`src/rtl/tdm_demux_pkg.sv`:
```
// Shared definitions for the TDM demultiplexer slice: FSM state encoding and
// the counter-width helper used by the channel counter.
package tdm_demux_pkg;

    typedef enum logic {
        ST_HUNT   = 1'b0,
        ST_LOCKED = 1'b1
    } state_t;

    // Width needed to hold 0..n-1; never narrower than one bit.
    function automatic int unsigned cnt_width(input int unsigned n);
        return (n < 2) ? 1 : $clog2(n);
    endfunction

endpackage

```
`src/rtl/tdm_demux_mod_n_counter.sv`:
```
// Modulo-N slot counter with a synchronous load-to-1 used for frame
// (re)alignment; wrap flags the increment out of slot N-1.
module mod_n_counter
    import tdm_demux_pkg::*;
#(
    parameter  int unsigned N  = 4,
    localparam int unsigned CW = cnt_width(N)
) (
    input  logic          clk,
    input  logic          rst_n,
    input  logic          en,
    input  logic          load0,
    output logic [CW-1:0] count,
    output logic          wrap
);

    logic [CW-1:0] count_q, count_d;

    // load0 wins over en: a realigning sample always lands in slot 0.
    always_comb begin
        count_d = count_q;
        wrap    = 1'b0;
        if (load0) begin
            count_d = CW'(1);
        end else if (en) begin
            if (count_q == CW'(N - 1)) begin
                count_d = '0;
                wrap    = 1'b1;
            end else begin
                count_d = count_q + CW'(1);
            end
        end
    end

    always_ff @(posedge clk or negedge rst_n) begin
        if (!rst_n) begin
            count_q <= '0;
        end else begin
            count_q <= count_d;
        end
    end

    assign count = count_q;

endmodule

```
`src/rtl/tdm_demux.sv`:
```
// TDM demultiplexer: aligns on a sync-marked channel-0 sample and steers each
// valid sample into a registered per-channel output with a one-cycle strobe.
module tdm_demux
    import tdm_demux_pkg::*;
#(
    parameter int unsigned N_CH = 4,
    parameter int unsigned W    = 8
) (
    input  logic              clk,
    input  logic              rst_n,
    input  logic [W-1:0]      din,
    input  logic              din_valid,
    input  logic              sync,
    output logic [N_CH*W-1:0] dout,
    output logic [N_CH-1:0]   dout_valid,
    output logic              frame_done,
    output logic              locked,
    output logic              sync_err
);

    localparam int unsigned CW = cnt_width(N_CH);

    state_t                     state_q, state_d;
    logic   [CW-1:0]            ch;
    logic                       wrap;
    logic                       cnt_en, cnt_load0;
    logic   [N_CH-1:0]          we;
    logic   [N_CH-1:0][W-1:0]   chan_q, chan_d;
    logic   [N_CH-1:0]          dout_valid_q;
    logic                       frame_done_q, frame_done_d;
    logic                       sync_err_q, sync_err_d;

    mod_n_counter #(.N(N_CH)) u_ch_cnt (
        .clk   (clk),
        .rst_n (rst_n),
        .en    (cnt_en),
        .load0 (cnt_load0),
        .count (ch),
        .wrap  (wrap)
    );

    always_ff @(posedge clk or negedge rst_n) begin
        if (!rst_n) begin
            state_q <= ST_HUNT;
        end else begin
            state_q <= state_d;
        end
    end

    always_comb begin
        state_d = state_q;
        if (din_valid && sync) begin
            state_d = ST_LOCKED;
        end
    end

    // Any valid sync (re)starts a frame at slot 0; in LOCKED an expected sync
    // (ch==0) behaves exactly like a normal increment, so no special case.
    always_comb begin
        cnt_load0    = din_valid && sync;
        cnt_en       = din_valid && !sync && (state_q == ST_LOCKED);
        frame_done_d = wrap;
        sync_err_d   = cnt_load0 && (state_q == ST_LOCKED) && (ch != '0);
        we           = '0;
        for (int unsigned k = 0; k < N_CH; k++) begin
            we[k] = (cnt_load0 && (k == 0)) || (cnt_en && (ch == CW'(k)));
        end
        chan_d = chan_q;
        for (int unsigned k = 0; k < N_CH; k++) begin
            if (we[k]) begin
                chan_d[k] = din;
            end
        end
    end

    always_ff @(posedge clk or negedge rst_n) begin
        if (!rst_n) begin
            chan_q       <= '0;
            dout_valid_q <= '0;
            frame_done_q <= 1'b0;
            sync_err_q   <= 1'b0;
        end else begin
            chan_q       <= chan_d;
            dout_valid_q <= we;
            frame_done_q <= frame_done_d;
            sync_err_q   <= sync_err_d;
        end
    end

    assign dout       = chan_q;
    assign dout_valid = dout_valid_q;
    assign frame_done = frame_done_q;
    assign sync_err   = sync_err_q;
    assign locked     = (state_q == ST_LOCKED);

endmodule

```
`config.mk`:
```
export PLATFORM = sky130hd
export DESIGN_NAME = tdm_demux
export DESIGN_NICKNAME = d
export VERILOG_FILES = /design/src/rtl/tdm_demux_pkg.sv /design/src/rtl/tdm_demux_mod_n_counter.sv /design/src/rtl/tdm_demux.sv
export SDC_FILE = /design/constraint.sdc
export NUM_CORES = 1
export LEC_CHECK = 0
export BUFFER_PORTS_ARGS = -buffer_cell sky130_fd_sc_hd__buf_2
export CAP_MARGIN = 20
export CORE_MARGIN = 5
export CORE_UTILIZATION = 51
export CTS_CLUSTER_SIZE = 14
export DETAILED_ROUTE_END_ITERATION = 8
export PLACE_DENSITY = 0.8
export SYNTH_ARGS = -nofsm -noshare
export SYNTH_HDL_FRONTEND = slang
export SYNTH_HIERARCHICAL = 1
export SYNTH_SLANG_ARGS = --single-unit
```
`constraint.sdc`:
```
create_clock -name clk -period 2 [get_ports clk]
set_input_delay 0.1 -clock clk [delete_from_list [all_inputs] [get_ports clk]]
set_output_delay 0.1 -clock clk [all_outputs]
set_load 0.05 [all_outputs]
```
==> results of run 1 <==
-- through the flow --
| step | hold WS, ps | area (µm²) |
|---|---|---|
| after floorplan | -196 | 1590 |
| after global placement | 247 | 1880 |
| after detailed placement | 266 | 1880 |
| after CTS | 19.7 | 1960 |
| after global routing | 9.24 | 1960 |
| final | 32.8 | 1960 |
-- layout make-up --
| cell class | instances | area, µm² |
|---|---|---|
| clock buffers | 5 | 37.5 |
| multi-input cells | 47 | 523 |
| repair buffers | 52 | 268 |
| clock inverters | 2 | 35.0 |
| well taps | 44 | 55.1 |
| inverters | 4 | 15.0 |
| flip-flops and latches | 41 | 1030 |
| fillers | 237 | 1070 |
-- synth_stat cells --
master / n / area [µm²]
mux2i_1: 1 / 10.0
mux2_2: 24 / 270
mux2_4: 8 / 120
and3b_4: 1 / 12.5
nor3b_1: 3 / 22.5
nand2b_1: 1 / 6.26
nand3_2: 1 / 10.0
nor2_1: 2 / 7.51
inv_1: 4 / 15.0
a211o_1: 1 / 8.76
dfrtp_1: 41 / 1030
and3b_1: 2 / 17.5
a31oi_4: 1 / 21.3
ha_1: 1 / 12.5
buf_6: 2 / 22.5
nand2_1: 1 / 3.75
-- worst register-to-register path, delay by kind of cell, from the launching register on --
family           cells  cell delay [ps]
and+or+nand+nor      2              660
DFF                  1              440
muxes                1              380
-- layer usage --
| layer | global-route usage (%) | vias to the layer above | share of wire, % |
|---|---|---|---|
| li1 | - | 442 | - |
| met1 | 18.9 | 468 | 43 |
| met2 | 24.7 | 35 | 49 |
| met3 | 5.78 | 5 | 7.7 |
| met4 | 4.66 | 0 | 0.74 |
| met5 | 0 | - | 0 |
-- worst max-delay path by stage --
stage,slack (ps),to,cells after the start
floorplan,270,dout[10],4
global placement,470,dout[17],3
detailed placement,420,dout[19],3
CTS,410,dout[23],3
global route,320,dout[17],3
finish,400,dout[23],3
-- flip-flops by register name, summed over array words and instances, names as in the netlist --
register,cells
frame_done,1
dout,32
u_ch_cnt/count,2
locked,1
dout_valid,4
sync_err,1
-- where the power goes --
part / switching, mW / internal, mW
Clock: 0.244 / 0.255
Sequential: 0.146 / 1.10
Combinational: 1.21 / 0.452
Total: 1.60 / 1.81
-- logic make-up (layout without fill, tap and decap cells) --
group	count (synthesis)	in the layout	synth area share (%)
compound gates	2	2	1.89
fa+ha+maj	1	1	0.789
buf+inv	6	63	2.37
flops	41	41	64.7
mux	33	33	25.2
simple gates	11	11	5.05
-- repair_timing --
item | CTS | global route
endpoints found under the hold margin | 41 | 0
buffers inserted | 0 | 0
hold buffers | 1 | 0
==> flow_summary_export.csv, run 1 <==
group,metric,value,unit
synthesis,ys_seq_area_share,64.7,%
synthesis,synthCells,94,
setup_path,path_cells,"and3b_4, and3b_1, mux2_2",
floorplanning,die_w,65.8,µm
min_path,min_from,"din[4]",
setup_path,critPathTopFamily,"simple AND/OR/NAND/NOR gates",
synthesis,syn_nets,107,
setup_path,cp.arrival,1820,ps
timing,fmax,626,MHz
timing,tightest_slew,862,ps
power,vdd_drop_max,0.664,mV
synthesis,synth.distinct_cells,16,
job,max-cap-violations,0,
cts,ctsResizeCount,0,
cts,cts-root-buf,"clkbuf_4",
setup_path,slowest_stage,"dfrtp_1",
timing,layout_min_cycle_time,1600,ps
floorplanning,rows,20,
finish,final_nets,164,
setup_path,timing.rr.start,"locked",
finish,layout_commonest_cell,"buf_2",
cts,insertion_delay,330,ps
global_route,antenna_found_initial,0,
timing,setup_violations,0,
global_route,grt_first_pass_wirelength,4840,µm
timing,setup_tns,0,ps
setup_path,r2r_slack,400,ps
synthesis,netlist_area,1590,µm²
timing,hold_viol,0,
cts,cts.clk_slew.worst_paths,110,ps
setup_path,reg2reg_depth,3,
placed_design,routabilityCongestion,0.752,
cts,tritoncts,"done",
placed_design,place_ws,425,ps
floorplanning,initial_utilization,52.4,%
run_status,status,"complete, no violations",
routing,firstDrtPassIters,2,
min_path,hold_path.class,"in -> reg",
power,p_leak,0.999,nW
floorplanning,die_h,65.8,µm
timing,relSlewSlack,42.6,%
routing,wl,2970,µm
routing,ant_nets,0,
power,total_power,3.41,mW
floorplanning,die-area,4330,µm²
global_route,grt_max_degree,42,
routing,drt_iter0_drc,41,
setup_path,path_buf_inv,0,
setup_path,critPathKind,"reg -> reg",
placed_design,place_hpwl,2180,µm
finish,finalNonFillerCells,195,
placed_design,port_buffers,50,
setup_path,cp.required,2220,ps
setup_path,end_kind,"flop",
finish,synthToLayoutAreaGrowth,23.5,%
cts,numCtsBuffers,5,
setup_path,critPathLaunch,"locked",
routing,via_count,950,
synthesis,yosys_warnings,6,
setup_path,reg2reg_to,"dout[23]",
min_path,hold_path_depth,2,
routing,vias_per_cell,4.87,
min_path,whs_endpoint,"dout[20]",
routing,route.detailed.drc,0,
finish,drive_gt1_share,61.6,%
placed_design,dp_cells,187,
power,p_per_area,1740,nW/µm²
global_route,overflow,0,
floorplanning,io-pin-count,51,
global_route,first_global_vias,1013,
setup_path,worst-path-max-fanout,9,
timing,fin_ws,404,ps
synthesis,syn_area_per_cell,16.9,µm²
cts,clockBufferDepth,2,
timing,final_max_slew_viol_count,0,
cts,cts.sinks,41,
finish,fin_util,64.7,%
synthesis,ys_seq_elements,41,
timing,rsz0062_at_grt,"false",
finish,diodes,0,
timing,fin_skew,12.1,ps
routing,post_drt_wl_per_cell,15.2,µm
global_route,grtUsageTotal,15.3,%
timing,post-route-period-util,79.8,%
finish,layout_common_cells,"50 x buf_2, 41 x dfrtp_1, 24 x mux2_2",
floorplanning,core_area,3030,µm²
setup_path,start_kind,"flop",
cts,cts_htree_levels,2,
setup_path,slowest_delay,440,ps
Power figures use the tool's default switching activity.
==> run 2: changes to the inputs <==
CORE_UTILIZATION = 44   (was 51)
PLACE_DENSITY = 0.73   (was 0.8)
clock period = 1.44 ns   (was 2 ns; I/O delays follow)
==> run 2 against run 1 <==
  * Die area increased by 13%
  * Power increased by 47%
  * Clock skew decreased by 7.9 ps
  * Worst hold slack got worse by 8.0 ps
  * Register-to-register slack got worse by 400 ps
  * Sequential share of layout area decreased by 5.2 points
  * Utilization decreased by 0.97 points
  * Largest cell class unchanged
  * Largest power group unchanged
  * Highest routed layer unchanged
==> flow_summary_export.csv, run 2 (synthesis gave the netlist of run 1 again) <==
group,metric,value,unit
timing,hold_viol,0,
global_route,grtUsageTotal,14.4,%
global_route,antenna_found_initial,0,
setup_path,critPathLaunch,"locked",
finish,layout_common_cells,"50 x buf_2, 40 x dfrtp_1, 24 x mux2_2",
placed_design,routabilityCongestion,0.743,
setup_path,cp.arrival,1670,ps
timing,fin_ws,2.80,ps
routing,drt-met1-wl,1380,µm
timing,post-route-period-util,99.8,%
placed_design,place_hpwl,2370,µm
floorplanning,core_area,3420,µm²
placed_design,place_ws,-95.7,ps
cts,cts.clk_slew.worst_paths,110,ps
routing,wl,3250,µm
power,power_frac_seq,34.4,%
cts,clockBufferDepth,2,
floorplanning,io-pin-count,51,
routing,wl_met3,219,µm
cts,cts.sinks,41,
floorplanning,initial_utilization,46.4,%
timing,fin_skew,4.17,ps
finish,synthToLayoutAreaGrowth,37.2,%
routing,drt_iter0_drc,40,
timing,tightest_slew,422,ps
routing,post_drt_wl_per_cell,14.9,µm
floorplanning,die_h,70.0,µm
finish,diodes,0,
floorplanning,rows,21,
global_route,overflow,0,
run_status,status,"complete, no violations",
finish,largest_reg_flops,32,
job,max-cap-violations,0,
routing,route.detailed.drc,0,
timing,layout_min_cycle_time,1440,ps
global_route,grt_first_pass_wirelength,5540,µm
routing,top_layer,"met4",
timing,rsz0062_at_grt,"true",
setup_path,crit_path_end,"dout[21]",
routing,vias_per_cell,4.69,
finish,layout_commonest_cell,"buf_2",
power,comb_power_share,47.7,%
placed_design,port_buffers,50,
setup_path,reg2reg_depth,5,
floorplanning,die_w,70.0,µm
timing,relSlewSlack,71.9,%
timing,final_max_slew_viol_count,0,
setup_path,r2r_slack,3,ps
setup_path,critPathKind,"reg -> reg",
setup_path,cp.required,1680,ps
power,p_leak,1.11,nW
finish,drive_gt1_share,63.4,%
setup_path,worst-path-max-fanout,5,
power,power_frac_clock,17.9,%
power,p_sw_share,45.1,%
power,internal-power,2.75,mW
global_route,first_global_vias,1139,
routing,firstDrtPassIters,4,
cts,insertion_delay,340,ps
setup_path,end_kind,"flop",
setup_path,start_kind,"flop",
power,p_per_area,2300,nW/µm²
power,p_switching,2.26,mW
cts,numCtsBuffers,5,
timing,setup_violations,0,
timing,setup_tns,0,ps
routing,ant_nets,0,
finish,final_nets,184,
global_route,grt_max_degree,24,
routing,met2_length,1580,µm
min_path,hold_path.class,"in -> reg",
setup_path,timing.rr.start,"locked",
cts,cts_htree_levels,2,
cts,tritoncts,"done",
routing,via_count,1023,
setup_path,reg2reg_to,"dout[21]",
floorplanning,die-area,4910,µm²
timing,fmax,696,MHz
cts,cts-root-buf,"clkbuf_4",
power,vdd_drop_max,0.803,mV
-- run 2: changes by cell type in the layout (fill, tap and decap cells not counted) --
cell	delta
bufinv_16	+1
dlygate4sd3_1	+8
dfrtp_2	+1
and3b_1	-2
buf_4	+9
dfrtp_1	-1
and3b_2	+2
buf_6	+3
-- run 2: worst min-delay path by stage --
stage	startpoint	to	slack (ps)	cells past startpoint
2_1_floorplan	rst_n	dout[0]	-220	0
3_3_place_gp	rst_n	dout[18]	20	1
3_5_place_dp	rst_n	dout[26]	30	1
4_1_cts	din[6]	dout[14]	7	2
5_1_grt	din[2]	dout[2]	20	2
6_report	din[2]	dout[18]	20	2
-- run 2: stage by stage --
step                cells  utilization [%]  power (mW)  area (µm²)  hold slack (ps)
detailed placement    197             56.8        4.12        1940             31.7
floorplan              94                -        3.53        1590             -224
global route          218             63.7        5.24        2180             17.0
finish                218             63.7        5.01        2180             24.8
global placement      197             56.8        4.07        1940             20.0
CTS                   216             63.2        5.05        2160             7.47
-- run 2: what timing repair did --
item,4_1_cts,5_1_grt
pin swaps,2,1
resized for setup,5,0
setup endpoints to repair,32,16
hold endpoints to repair,32,1
setup buffers,3,1
hold buffers,8,1
-- run 2: power by group through the flow --
stage / Clock (mW) / Combinational (mW) / Sequential, mW
6_report: 0.896 / 2.39 / 1.72
5_1_grt: 0.975 / 2.49 / 1.77
4_1_cts: 0.919 / 2.41 / 1.73
3_5_place_dp: 0 / 2.37 / 1.75
3_3_place_gp: 0 / 2.34 / 1.73
2_1_floorplan: 0 / 0.466 / 3.06
-- run 2: layout make-up --
type	instances	area (µm²)
fillers	265	1240
well taps	46	57.6
repair buffers	72	449
clock buffers	5	37.5
multi-input cells	47	526
inverters	4	15.0
clock inverters	3	65.1
flip-flops and latches	41	1030
-- run 2: critical path, cell delays in order (launching register included) --
cell     delay [ps]
dfrtp_2         370
and3b_4         200
buf_6           100
and3b_2         210
buf_6           130
mux2_2          330
-- run 2: layer usage --
metal,GRT usage [%],vias to the layer above
met3,4.88,8
li1,-,479
met5,0,-
met1,18.3,501
met4,6.81,0
met2,21.9,35
